File: config.mk
export PLATFORM = sky130hd
export DESIGN_NAME = ov7670_sccb_sender
export DESIGN_NICKNAME = d
export VERILOG_FILES = /design/src/rtl/ov7670_sccb_sender.sv
export SDC_FILE = /design/constraint.sdc
export NUM_CORES = 1
export LEC_CHECK = 0
export CAP_MARGIN = 0
export CORE_UTILIZATION = 35
export CTS_CLUSTER_DIAMETER = 40
export DETAILED_ROUTE_END_ITERATION = 8
export GPL_TIMING_DRIVEN = 0
export SLEW_MARGIN = 40
export SYNTH_ARGS = -nofsm -noshare
export SYNTH_HDL_FRONTEND = slang
export SYNTH_SLANG_ARGS = --single-unit
File: constraint.sdc
create_clock -name clk -period 2.6 [get_ports clk]
set_input_delay 0.52 -clock clk [delete_from_list [all_inputs] [get_ports clk]]
set_output_delay 0.52 -clock clk [all_outputs]
set_load 0.1 [all_outputs]
File: src/rtl/ov7670_sccb_sender.sv
// Write-only SCCB master: streams {register address, value} commands from the
// OV7670 register table onto SIOC/SIOD as 3-phase write transactions.
module ov7670_sccb_sender #(
    parameter int         CLK_DIV    = 250,
    parameter logic [7:0] DEV_ADDR   = 8'h42,
    parameter int         INIT_WAIT  = 16,
    parameter int         GAP_CYCLES = 8
) (
    input  logic        clk,
    input  logic        rst_n,
    input  logic [15:0] command,
    input  logic        finished,
    output logic        advance,
    output logic        sioc,
    output logic        siod,
    output logic        busy,
    output logic        done
);

    localparam int Q_W     = (CLK_DIV > 1) ? $clog2(CLK_DIV) : 1;
    localparam int CNT_MAX = (INIT_WAIT > GAP_CYCLES) ? INIT_WAIT : GAP_CYCLES;
    localparam int CNT_W   = $clog2(CNT_MAX);

    localparam logic [Q_W-1:0]   Q_LAST    = Q_W'(CLK_DIV - 1);
    localparam logic [CNT_W-1:0] WAIT_LAST = CNT_W'(INIT_WAIT - 1);
    localparam logic [CNT_W-1:0] GAP_LAST  = CNT_W'(GAP_CYCLES - 1);

    typedef enum logic [2:0] {
        S_WAIT,
        S_CHECK,
        S_START,
        S_BIT,
        S_STOP,
        S_GAP,
        S_DONE
    } state_t;

    state_t           state, state_n;
    logic [Q_W-1:0]   q_cnt, q_cnt_n;
    logic [1:0]       phase, phase_n;
    logic [4:0]       bit_cnt, bit_cnt_n;
    logic [CNT_W-1:0] cnt, cnt_n;
    logic [26:0]      sreg, sreg_n;
    logic             done_n, sioc_n, siod_n, busy_n, advance_n;
    logic             q_last;

    // NOTE: sequential state uses non-blocking assignments so every flop samples
    // the pre-edge value of every other flop, independent of statement order.
    always_ff @(posedge clk or negedge rst_n) begin
        if (!rst_n) begin
            state   <= S_WAIT;
            q_cnt   <= '0;
            phase   <= '0;
            bit_cnt <= '0;
            cnt     <= '0;
            sreg    <= '0;
            done    <= 1'b0;
            sioc    <= 1'b1;
            siod    <= 1'b1;
            busy    <= 1'b0;
            advance <= 1'b0;
        end else begin
            state   <= state_n;
            q_cnt   <= q_cnt_n;
            phase   <= phase_n;
            bit_cnt <= bit_cnt_n;
            cnt     <= cnt_n;
            sreg    <= sreg_n;
            done    <= done_n;
            sioc    <= sioc_n;
            siod    <= siod_n;
            busy    <= busy_n;
            advance <= advance_n;
        end
    end

    assign q_last = (q_cnt == Q_LAST);

    // NOTE: every variable assigned here gets a default first; a path that
    // leaves one unassigned would infer a latch.
    always_comb begin
        state_n   = state;
        q_cnt_n   = q_cnt;
        phase_n   = phase;
        bit_cnt_n = bit_cnt;
        cnt_n     = cnt;
        sreg_n    = sreg;
        done_n    = done;

        case (state)
            S_WAIT: begin
                if (cnt == WAIT_LAST) begin
                    cnt_n   = '0;
                    state_n = S_CHECK;
                end else begin
                    cnt_n = cnt + 1'b1;
                end
            end
            S_CHECK: begin
                if (finished) begin
                    done_n  = 1'b1;
                    state_n = S_DONE;
                end else begin
                    sreg_n    = {DEV_ADDR, 1'b1, command[15:8], 1'b1, command[7:0], 1'b1};
                    q_cnt_n   = '0;
                    phase_n   = '0;
                    bit_cnt_n = '0;
                    state_n   = S_START;
                end
            end
            S_START: begin
                if (q_last) begin
                    q_cnt_n = '0;
                    if (phase == 2'd1) begin
                        phase_n = '0;
                        state_n = S_BIT;
                    end else begin
                        phase_n = phase + 2'd1;
                    end
                end else begin
                    q_cnt_n = q_cnt + 1'b1;
                end
            end
            S_BIT: begin
                if (q_last) begin
                    q_cnt_n = '0;
                    if (phase == 2'd3) begin
                        phase_n = '0;
                        sreg_n  = {sreg[25:0], 1'b0};
                        if (bit_cnt == 5'd26) begin
                            bit_cnt_n = '0;
                            state_n   = S_STOP;
                        end else begin
                            bit_cnt_n = bit_cnt + 5'd1;
                        end
                    end else begin
                        phase_n = phase + 2'd1;
                    end
                end else begin
                    q_cnt_n = q_cnt + 1'b1;
                end
            end
            S_STOP: begin
                if (q_last) begin
                    q_cnt_n = '0;
                    if (phase == 2'd2) begin
                        phase_n = '0;
                        cnt_n   = '0;
                        state_n = S_GAP;
                    end else begin
                        phase_n = phase + 2'd1;
                    end
                end else begin
                    q_cnt_n = q_cnt + 1'b1;
                end
            end
            S_GAP: begin
                if (cnt == GAP_LAST) begin
                    cnt_n   = '0;
                    state_n = S_CHECK;
                end else begin
                    cnt_n = cnt + 1'b1;
                end
            end
            S_DONE: ;
            default: state_n = S_WAIT;
        endcase
    end

    // Pin values are decoded from the next state and registered, so the pins
    // line up cycle-for-cycle with the state register and never see inputs.
    always_comb begin
        sioc_n    = 1'b1;
        siod_n    = 1'b1;
        busy_n    = 1'b0;
        advance_n = (state == S_STOP) && (state_n == S_GAP);

        case (state_n)
            S_START: begin
                busy_n = 1'b1;
                sioc_n = (phase_n == 2'd0);
                siod_n = 1'b0;
            end
            S_BIT: begin
                busy_n = 1'b1;
                sioc_n = phase_n[1];
                siod_n = sreg_n[26];
            end
            S_STOP: begin
                busy_n = 1'b1;
                sioc_n = (phase_n != 2'd0);
                siod_n = (phase_n == 2'd2);
            end
            default: ;
        endcase
    end

endmodule
==> flow_summary.ini, run 1 <==
[routing]
drtPass1Iterations = 4
num_vias = 2114
initialDrtViolationCount = 148
wl_um = 5570
post-route-drc-count = 0
ant_nets = 0
wl_per_cell_um = 14.0
viasPerCell = 5.31

[cts]
ctsResizeCount = 0
path_clk_slew_ns = 0.10
clock-sinks = 54
cts_buffer_depth = 2
numCtsBuffers = 5
cts_tree = built
cts_max_level = 2
clk_latency_ns = 0.31
holdBufCountCts = 0
cts_root_buf = clkbuf_8
post_cts_buffers = 0

[grt]
track_usage = 0.146
grt_pass1_wl_um = 9700
grt_pass1_vias = 2026
antenna_found_initial = 0
gr-total-overflow = 0
grt_max_degree = 43

[logic_synthesis]
synth_top_area_frac = 0.480
synthSimpleGateAreaFrac = 0.173
yosysMostFrequentCell = dfrtp_1
synth_common_cells = dfrtp_1, nand2_1, o21ai_0
synth_top_area_cell = dfrtp_1
synthXorXnorAreaFrac = 0.00646
synth-async-reset-ratio = 1.00
synth_area_leaders = dfrtp_1, ha_1, nand2_1, o21ai_0, a22oi_1
synth_edf_count = 0
ys_seq_area_frac = 0.500
synthCells = 267
synth_top_family_by_area = compound AO/OA/AOI/OAI gates
synthAdderAreaFrac = 0.0508
avgSynthCellArea_um2 = 10.2
synthMuxAreaShare = 0.00369
synth_nets = 297
syn_area_mm2 = 0.00271
yosys_warnings = 0
ys_ff_latch = 54
ys_types = 48
ys.flop_type = dfrtp_1
synth_compound_area_frac = 0.220

[critical_path]
critPathArrivalTime_ns = 2.56
cp-end-kind = flip-flop
start_kind = flip-flop
worstSetupPathType = reg2reg
slowest_delay_ns = 0.43
reg2reg_slack_ns = 0.24
worstPathCellList = inv_1 > ha_1 > nand4b_4 > or3_4 > a221o_1 > buf_6 > buf_6 > a222oi_1 > inv_1
crit_fanout = 10
slowest_stage = or3_4
required_ns = 2.80

[layout]
seq_area_mm2 = 0.00135
diodes = 0
drive_gt1_frac = 0.0903
final_util = 0.430
nFillCells = 728
area_delta_synth_final_pct = 16.9
fin_nets = 328
multi_input_area_mm2 = 0.00123
final_area_mm2 = 0.00317

[floorplan]
initial_core_util = 0.368
die_w_um = 90.0
rows = 31
dieHeight_um = 90.0
coreArea_mm2 = 0.00737
io_pins = 24
die-area_mm2 = 0.00810

[placement]
gp_congestion = 0.771
placed_cell_area_mm2 = 0.00306
io_buffers = 23
hpwl_um = 3960

[power_and_ir_drop]
power_w = 0.00150
p_leak_nw = 1.43
p_per_area_mw_per_mm2 = 474
ir_drop_mv = 0.277

[worst_hold_path]
hold_class = in2async

[timing]
fin_worst_skew_ns = 0.0107
max_slew_margin = 0.611
fin_tns_setup_ns = 0
period_share = 0.909
worst_pin_slew_ns = 0.582
rsz0062_at_grt = no
slew_viol_final = 0
setup_violations = 0
min_period_ns = 2.36
finalHoldViolCount = 0
fmax_mhz = 423

[run]
drv_cap = 0

[status]
status = completed
[critical path: cells and delay by family, from the launching register on]
family                   cells  cell delay [ns]
AO/OA/AOI/OAI                2             0.65
AND/OR/NAND/NOR              2             0.58
buffers and inverters        4             0.42
flip-flops                   1             0.42
adder cells (fa/ha/maj)      1             0.20
[metal layers]
metal  GRT usage  wire (µm)
met4      0.0403         65
met3      0.0288        188
met2       0.228       2430
met1       0.207       2890
met5           0          0
[area by class of cell]
type / count / area share
Clock inverter: 2 / 0.0118
Inverter: 15 / 0.0178
Sequential cell: 54 / 0.427
Tap cell: 99 / 0.0391
Buffer: 13 / 0.0221
Clock buffer: 6 / 0.0229
Timing Repair Buffer: 24 / 0.0703
Multi-Input combinational cell: 185 / 0.389
[worst paths after layout]
path	depth (start not counted)	startpoint	endpoint
max in group asynchronous	2	rst_n	sreg[19]$_DFFE_PN0P_
worst max-delay path	9	q_cnt[1]$_DFFE_PN0P_	sreg[11]$_DFFE_PN0P_
worst min-delay path	1	rst_n	q_cnt[7]$_DFFE_PN0P_
min in group clk	2	sreg[16]$_DFFE_PN0P_	sreg[16]$_DFFE_PN0P_
worst min register to register	2	sreg[16]$_DFFE_PN0P_	sreg[16]$_DFFE_PN0P_
worst max register to register	9	q_cnt[1]$_DFFE_PN0P_	sreg[11]$_DFFE_PN0P_
[state kept, by name, summed over array words and instances (netlist names), 2 cells and up]
name and cells:
sreg 27, q_cnt 8, bit_cnt 5, cnt 4
state 3, phase 2
[cells by family (layout without fill, tap and decap cells)]
logic type | Yosys count | count (layout)
xor gates and xnor gates | 2 | 2
buffers and inverters | 28 | 60
DFF | 54 | 54
adders and majority gates | 11 | 11
muxes | 1 | 1
AOI/OAI and AO/OA | 81 | 81
and+or+nand+nor | 90 | 90
[cell usage in the layout (no fill, tap or decap), types with 6 or more instances in the layout]
| cell | count |
|---|---|
| a21oi_1 | 7 |
| a222oi_1 | 7 |
| a22o_1 | 8 |
| a22oi_1 | 10 |
| buf_2 | 9 |
| clkdlybuf4s50_1 | 17 |
| dfrtp_1 | 52 |
| ha_1 | 11 |
| inv_1 | 15 |
| nand2_1 | 35 |
| nand2b_1 | 6 |
| nand3_1 | 10 |
| nor2_1 | 12 |
| nor2b_1 | 8 |
| o21ai_0 | 18 |
| o31ai_1 | 7 |
[where the power goes]
part | total [W] | switching, W | internal (W)
logic | 0.0000637 | 0.0000277 | 0.0000361
clock network | 0.000573 | 0.000285 | 0.000288
registers | 0.000865 | 0.00000932 | 0.000856
[metrics by stage]
step                setup WS [ns]  hold slack, ns  instances
global route               0.0585          0.0365        398
global placement           -0.713           0.451        389
finish                      0.236          0.0368        398
floorplan                   0.400           0.224        267
detailed placement         0.0663           0.384        390
CTS                        0.0829          0.0349        398
No activity file was read; power rests on OpenSTA's default activity.
==> run 2, diff against run 1 <==
Settings changed: ABC_AREA from default to 1.
==> run 2 against run 1 <==
Against the previous run:
- clock power decreased by 1%
- clock skew decreased by 0.00078 ns
- global-route usage fell by 0.14 points
- critical path type unchanged
- sequential cell count stayed put
==> flow_summary.ini, run 2 <==
[layout]
layout_common_cells = nand2_1, inv_1, dfrtp_1
reg_top3 = sreg x27, q_cnt x8, bit_cnt x5
diodes = 0
final_area_mm2 = 0.00339
top_register = sreg
largest_reg_flops = 27
area_delta_synth_final_pct = 15.8
drive_gt1_frac = 0.111
fin_nets = 416
layout_commonest_cell = nand2_1

[logic_synthesis]
ys_types = 34
synthCells = 355
synth_area_leaders = dfrtp_1, nand2_1, inv_1, nand3_1, o221ai_1
synth_top_area_frac = 0.444
yosys_warnings = 0
synth_edf_count = 0
synth_top_area_cell = dfrtp_1
ys_seq_area_frac = 0.462
synth_nets = 385
ys.flop_type = dfrtp_1
yosysMostFrequentCell = nand2_1
avgSynthCellArea_um2 = 8.25
synth_common_cells = nand2_1, inv_1, dfrtp_1
ys_ff_latch = 54
syn_area_mm2 = 0.00293
synth-async-reset-ratio = 1.00

[timing]
slew_viol_final = 0
finalHoldViolCount = 0
fmax_mhz = 545
layout_setup_ws_ns = 0.764
fin_worst_skew_ns = 0.00990
fin_tns_setup_ns = 0
rsz0062_at_grt = no
max_slew_margin = 0.676
min_period_ns = 1.84
worst_pin_slew_ns = 0.489
period_share = 0.706
setup_violations = 0

[cts]
ctsResizeCount = 0
cts_tree = built
cts_buffer_depth = 2
clk_latency_ns = 0.31
post_cts_buffers = 0
clock-sinks = 54
cts_max_level = 2
path_clk_slew_ns = 0.10
cts_root_buf = clkbuf_8
holdBufCountCts = 0
numCtsBuffers = 5

[routing]
drtPass1Iterations = 4
initialDrtViolationCount = 86
ant_nets = 0
wl_um = 5670
wl_per_cell_um = 11.5
viasPerCell = 4.82
post-route-drc-count = 0
num_vias = 2372

[power_and_ir_drop]
p_comb_frac = 0.032
pwr-share-clk = 0.390
power_w = 0.00145
p_int_w = 0.00115
ir_drop_mv = 0.199
p_per_area_mw_per_mm2 = 428
p_switching_w = 0.000299
p_leak_nw = 1.71
pwr-share-seq = 0.578
p_sw_frac = 0.206

[placement]
io_buffers = 23
placed_cell_area_mm2 = 0.00328
hpwl_um = 4310
place_ws_ns = 0.563
gp_congestion = 0.824

[critical_path]
critPathArrivalTime_ns = 2.06
crit_fanout = 10
crit_buf_inv = 2
slowest_stage = dfrtp_1
critical-path-top-delay-family = simple AND/OR/NAND/NOR gates
worstSetupPathType = reg2reg
start_kind = flip-flop
cp-end-kind = flip-flop
required_ns = 2.82
worstPathCellList = inv_1 > ha_1 > nand3_1 > nor2_4 > nand3_2 > clkbuf_1 > o211ai_1
slowest_delay_ns = 0.40

[floorplan]
initial_core_util = 0.358
io_pins = 24
die-area_mm2 = 0.00874
coreArea_mm2 = 0.00818
die_w_um = 93.5
rows = 33
dieHeight_um = 93.5

[grt]
track_usage = 0.144
grt_pass1_vias = 2313
grt_max_degree = 41
gr-total-overflow = 0
antenna_found_initial = 0
grt_pass1_wl_um = 10100

[worst_hold_path]
hold_class = in2async

[run]
drv_cap = 0

[status]
status = completed
==> run 2: cell count changes after synthesis, sizes merged, moves of 5 or more <==
cell and delta:
nor2 +19, a22o -8, inv +48, a22oi -10, nand2 +47, o221ai +16, a222oi -7, nand3 +22
o31ai -6, o22ai +5, nor2b -8, a221o -5, nand2b -6
==> run 2: logic make-up after synthesis <==
family / Yosys count / synth area share
AOI/OAI and AO/OA: 58 / 0.132
DFF: 54 / 0.462
buffers and inverters: 72 / 0.104
and+or+nand+nor: 159 / 0.252
xor gates and xnor gates: 1 / 0.00299
adders and majority gates: 11 / 0.0470
==> run 2: power groups by stage <==
stage	registers (W)	clock network, W	logic (W)
final	0.000839	0.000567	0.0000460
after floorplan	0.000856	0	0.000000418
after detailed placement	0.000856	0	0.0000481
after global placement	0.000856	0	0.0000445
after CTS	0.000839	0.000591	0.0000482
after global routing	0.000840	0.000620	0.0000528
==> run 2: worst paths after layout <==
check	start	to	slack, ns	cells past startpoint
hold / removal	rst_n	q_cnt[7]$_DFFE_PN0P_	0.05	1
hold reg to reg	done$_DFFE_PN0P_	done$_DFFE_PN0P_	0.47	2
setup reg to reg	q_cnt[1]$_DFFE_PN0P_	sreg[20]$_DFFE_PN0P_	0.76	7
max in group asynchronous	rst_n	sreg[2]$_DFFE_PN0P_	2.08	2
min in group clk	done$_DFFE_PN0P_	done$_DFFE_PN0P_	0.47	2
setup / recovery	q_cnt[1]$_DFFE_PN0P_	sreg[20]$_DFFE_PN0P_	0.76	7
==> run 2: metrics by stage <==
stage	hold slack, ns	util	cells
global route	0.0517	0.415	492
floorplan	0.224	-	355
finish	0.0506	0.415	492
detailed placement	0.398	0.402	484
CTS	0.0513	0.415	492
global placement	0.449	0.403	483
==> run 2: final cells by class <==
type	count	area (µm²)
Sequential cell	54	1350
Buffer	9	67.6
Multi-Input combinational cell	229	1270
Clock inverter	2	37.5
Fill cell	848	4780
Timing Repair Buffer	24	223
Clock buffer	6	72.6
Tap cell	105	131
Inverter	63	236
==> run 2: layer usage <==
metal | vias to the layer above | GRT usage | part of all wire
met5 | - | 0 | 0
met4 | 0 | 0.0385 | 0.0093
met3 | 4 | 0.0276 | 0.025
met2 | 26 | 0.255 | 0.49
met1 | 1116 | 0.180 | 0.48
li1 | 1226 | - | -
==> run 3, diff against run 2 <==
Clock period 2.6 ns to 1.7 ns, I/O delays scaled along.
==> run 3 against run 2 <==
Against the previous run:
- design area grew 19%
- largest power group unchanged
- non-clock buffer count up 31
- clock power grew 54%
- sequential cell count unchanged
- register-to-register slack got worse by 0.73 ns
- via count increased by 7.8%
- routed wire length up 20%
- fmax grew 10%
==> flow_summary.ini, run 3 (synthesized netlist as in run 2, its figures left out) <==
[routing]
initialDrtViolationCount = 122
drtPass1Iterations = 4
viasPerCell = 4.88
wl_um = 6800
post-route-drc-count = 0
wl_per_cell_um = 13.0
ant_nets = 0
num_vias = 2556

[power_and_ir_drop]
p_per_area_mw_per_mm2 = 551
p_leak_nw = 1.94
ir_drop_mv = 0.312
power_w = 0.00223

[critical_path]
worstRegToRegCells = 7
worstPathCellList = nand2_1 > nor2_2 > nand3b_4 > o21ai_4 > nand3_4 > o21ai_0 > nor3b_1
worstSetupPathType = reg2reg
crit_buf_inv = 0
critical-path-top-delay-family = simple AND/OR/NAND/NOR gates
critPathArrivalTime_ns = 1.90
slowest_stage = dfrtp_1
slowest_delay_ns = 0.37
crit_fanout = 7
required_ns = 1.93
r2r_start = q_cnt[7]$_DFFE_PN0P_
cp-end-kind = flip-flop
r2r_end = bit_cnt[4]$_DFFE_PN0P_
reg2reg_slack_ns = 0.03
start_kind = flip-flop

[cts]
path_clk_slew_ns = 0.11
cts_max_level = 2
clk_latency_ns = 0.31
cts_root_buf = clkbuf_8
numCtsBuffers = 5
clock-sinks = 54
cts_buffer_depth = 2
cts_tree = built

[floorplan]
rows = 33
die_w_um = 93.5
initial_core_util = 0.358
io_pins = 24
dieHeight_um = 93.5
coreArea_mm2 = 0.00818
die-area_mm2 = 0.00874

[worst_hold_path]
hold_class = in2async

[placement]
placed_cell_area_mm2 = 0.00328
io_buffers = 23
hpwl_um = 4310
placed_cells = 484
gp_congestion = 0.824
place_ws_ns = -0.157

[run]
drv_cap = 0

[grt]
gr-total-overflow = 0
grt_pass1_vias = 2345
track_usage = 0.146
antenna_found_initial = 0
grt_pass1_wl_um = 10200
grt_max_degree = 41

[timing]
fmax_mhz = 599
fin_worst_skew_ns = 0.0118
slew_viol_final = 0
period_share = 0.982
min_period_ns = 1.67
layout_setup_ws_ns = 0.0304
setup_violations = 0
finalHoldViolCount = 0
worst_pin_slew_ns = 0.489
max_slew_margin = 0.676
rsz0062_at_grt = yes

[layout]
top_register = sreg
largest_reg_flops = 27
layout_common_cells = nand2_1, inv_1, dfrtp_1
reg_top3 = sreg x27, q_cnt x8, bit_cnt x5
area_delta_synth_final_pct = 38.3
fin_nets = 448
final_util = 0.496
drive_gt1_frac = 0.303
final_area_mm2 = 0.00405
diodes = 0
layout_commonest_cell = nand2_1
fin_cells = 524

[status]
status = completed
## run 3: changes by cell type in the layout (fill, tap and decap cells not counted), moves of 5 or more
cell     previous run  this run
buf_4               4        23
nor2_4              2         8
nand3_1            29        23
nand2_2             5        13
inv_1              60        50
dfrtp_2             0         5
nand2_1            77        64
inv_2               3         9
dfrtp_1            52        47
nor2_1             24        18
## run 3: what timing repair did
action,in CTS,in global routing
resized for setup,16,84
setup endpoints to repair,32,36
cloned,0,6
setup buffers,2,23
hold buffers,1,0
hold endpoints to repair,12,0
pin swaps,2,19
## run 3: worst register-to-register path: stages, from the launching register on
cell      delay, ns
dfrtp_1        0.37
nand2_1        0.13
nor2_2         0.18
nand3b_4       0.13
o21ai_4        0.17
nand3_4        0.19
o21ai_0        0.22
nor3b_1        0.20
## run 3: worst max-delay path by stage
| stage | startpoint | endpoint | slack (ns) | depth (start not counted) |
|---|---|---|---|---|
| floorplan | q_cnt[1]$_DFFE_PN0P_ | sioc$_DFF_PN1_ | 0.14 | 11 |
| global placement | rst_n | sreg[23]$_DFFE_PN0P_ | -1.42 | 1 |
| detailed placement | finished | sreg[17]$_DFFE_PN0P_ | -0.16 | 7 |
| CTS | state[0]$_DFF_PN0_ | q_cnt[6]$_DFFE_PN0P_ | -0.009 | 11 |
| global route | phase[1]$_DFF_PN0_ | sioc$_DFF_PN1_ | -0.13 | 10 |
| finish | q_cnt[7]$_DFFE_PN0P_ | bit_cnt[4]$_DFFE_PN0P_ | 0.03 | 7 |
## run 3: layer usage
metal | vias to the layer above | wire length (µm) | GRT usage
met4 | 0 | 72 | 0.0423
met1 | 1214 | 2990 | 0.181
li1 | 1292 | - | -
met3 | 6 | 205 | 0.0276
met2 | 44 | 3530 | 0.259
met5 | - | 0 | 0
## run 3: final cells by class
class                   count  area [µm²]
clock buffers               6        72.6
multi-input cells         229        1520
repair inverters            1        6.26
repair buffers             55         554
clock inverters             2        37.5
plain buffers               9         113
fillers                   767        4120
well taps                 105         131
inverters                  63         253
flip-flops and latches     54        1360
## run 3: where the power goes
group          leakage (nW)  internal [W]  switching [W]   total, W
Combinational          1.35     0.0000415      0.0000324  0.0000740
Clock                0.0514      0.000440       0.000433   0.000873
Sequential            0.540       0.00128              0    0.00128
## run 3: metrics by stage
| stage | TNS, ns | hold slack (ns) |
|---|---|---|
| after floorplan | 0 | 0.0444 |
| after global placement | -78.64 | 0.449 |
| after detailed placement | -3.07 | 0.218 |
| after CTS | -0.0267 | 0.425 |
| after global routing | -0.686 | 0.445 |
| final | 0 | 0.415 |
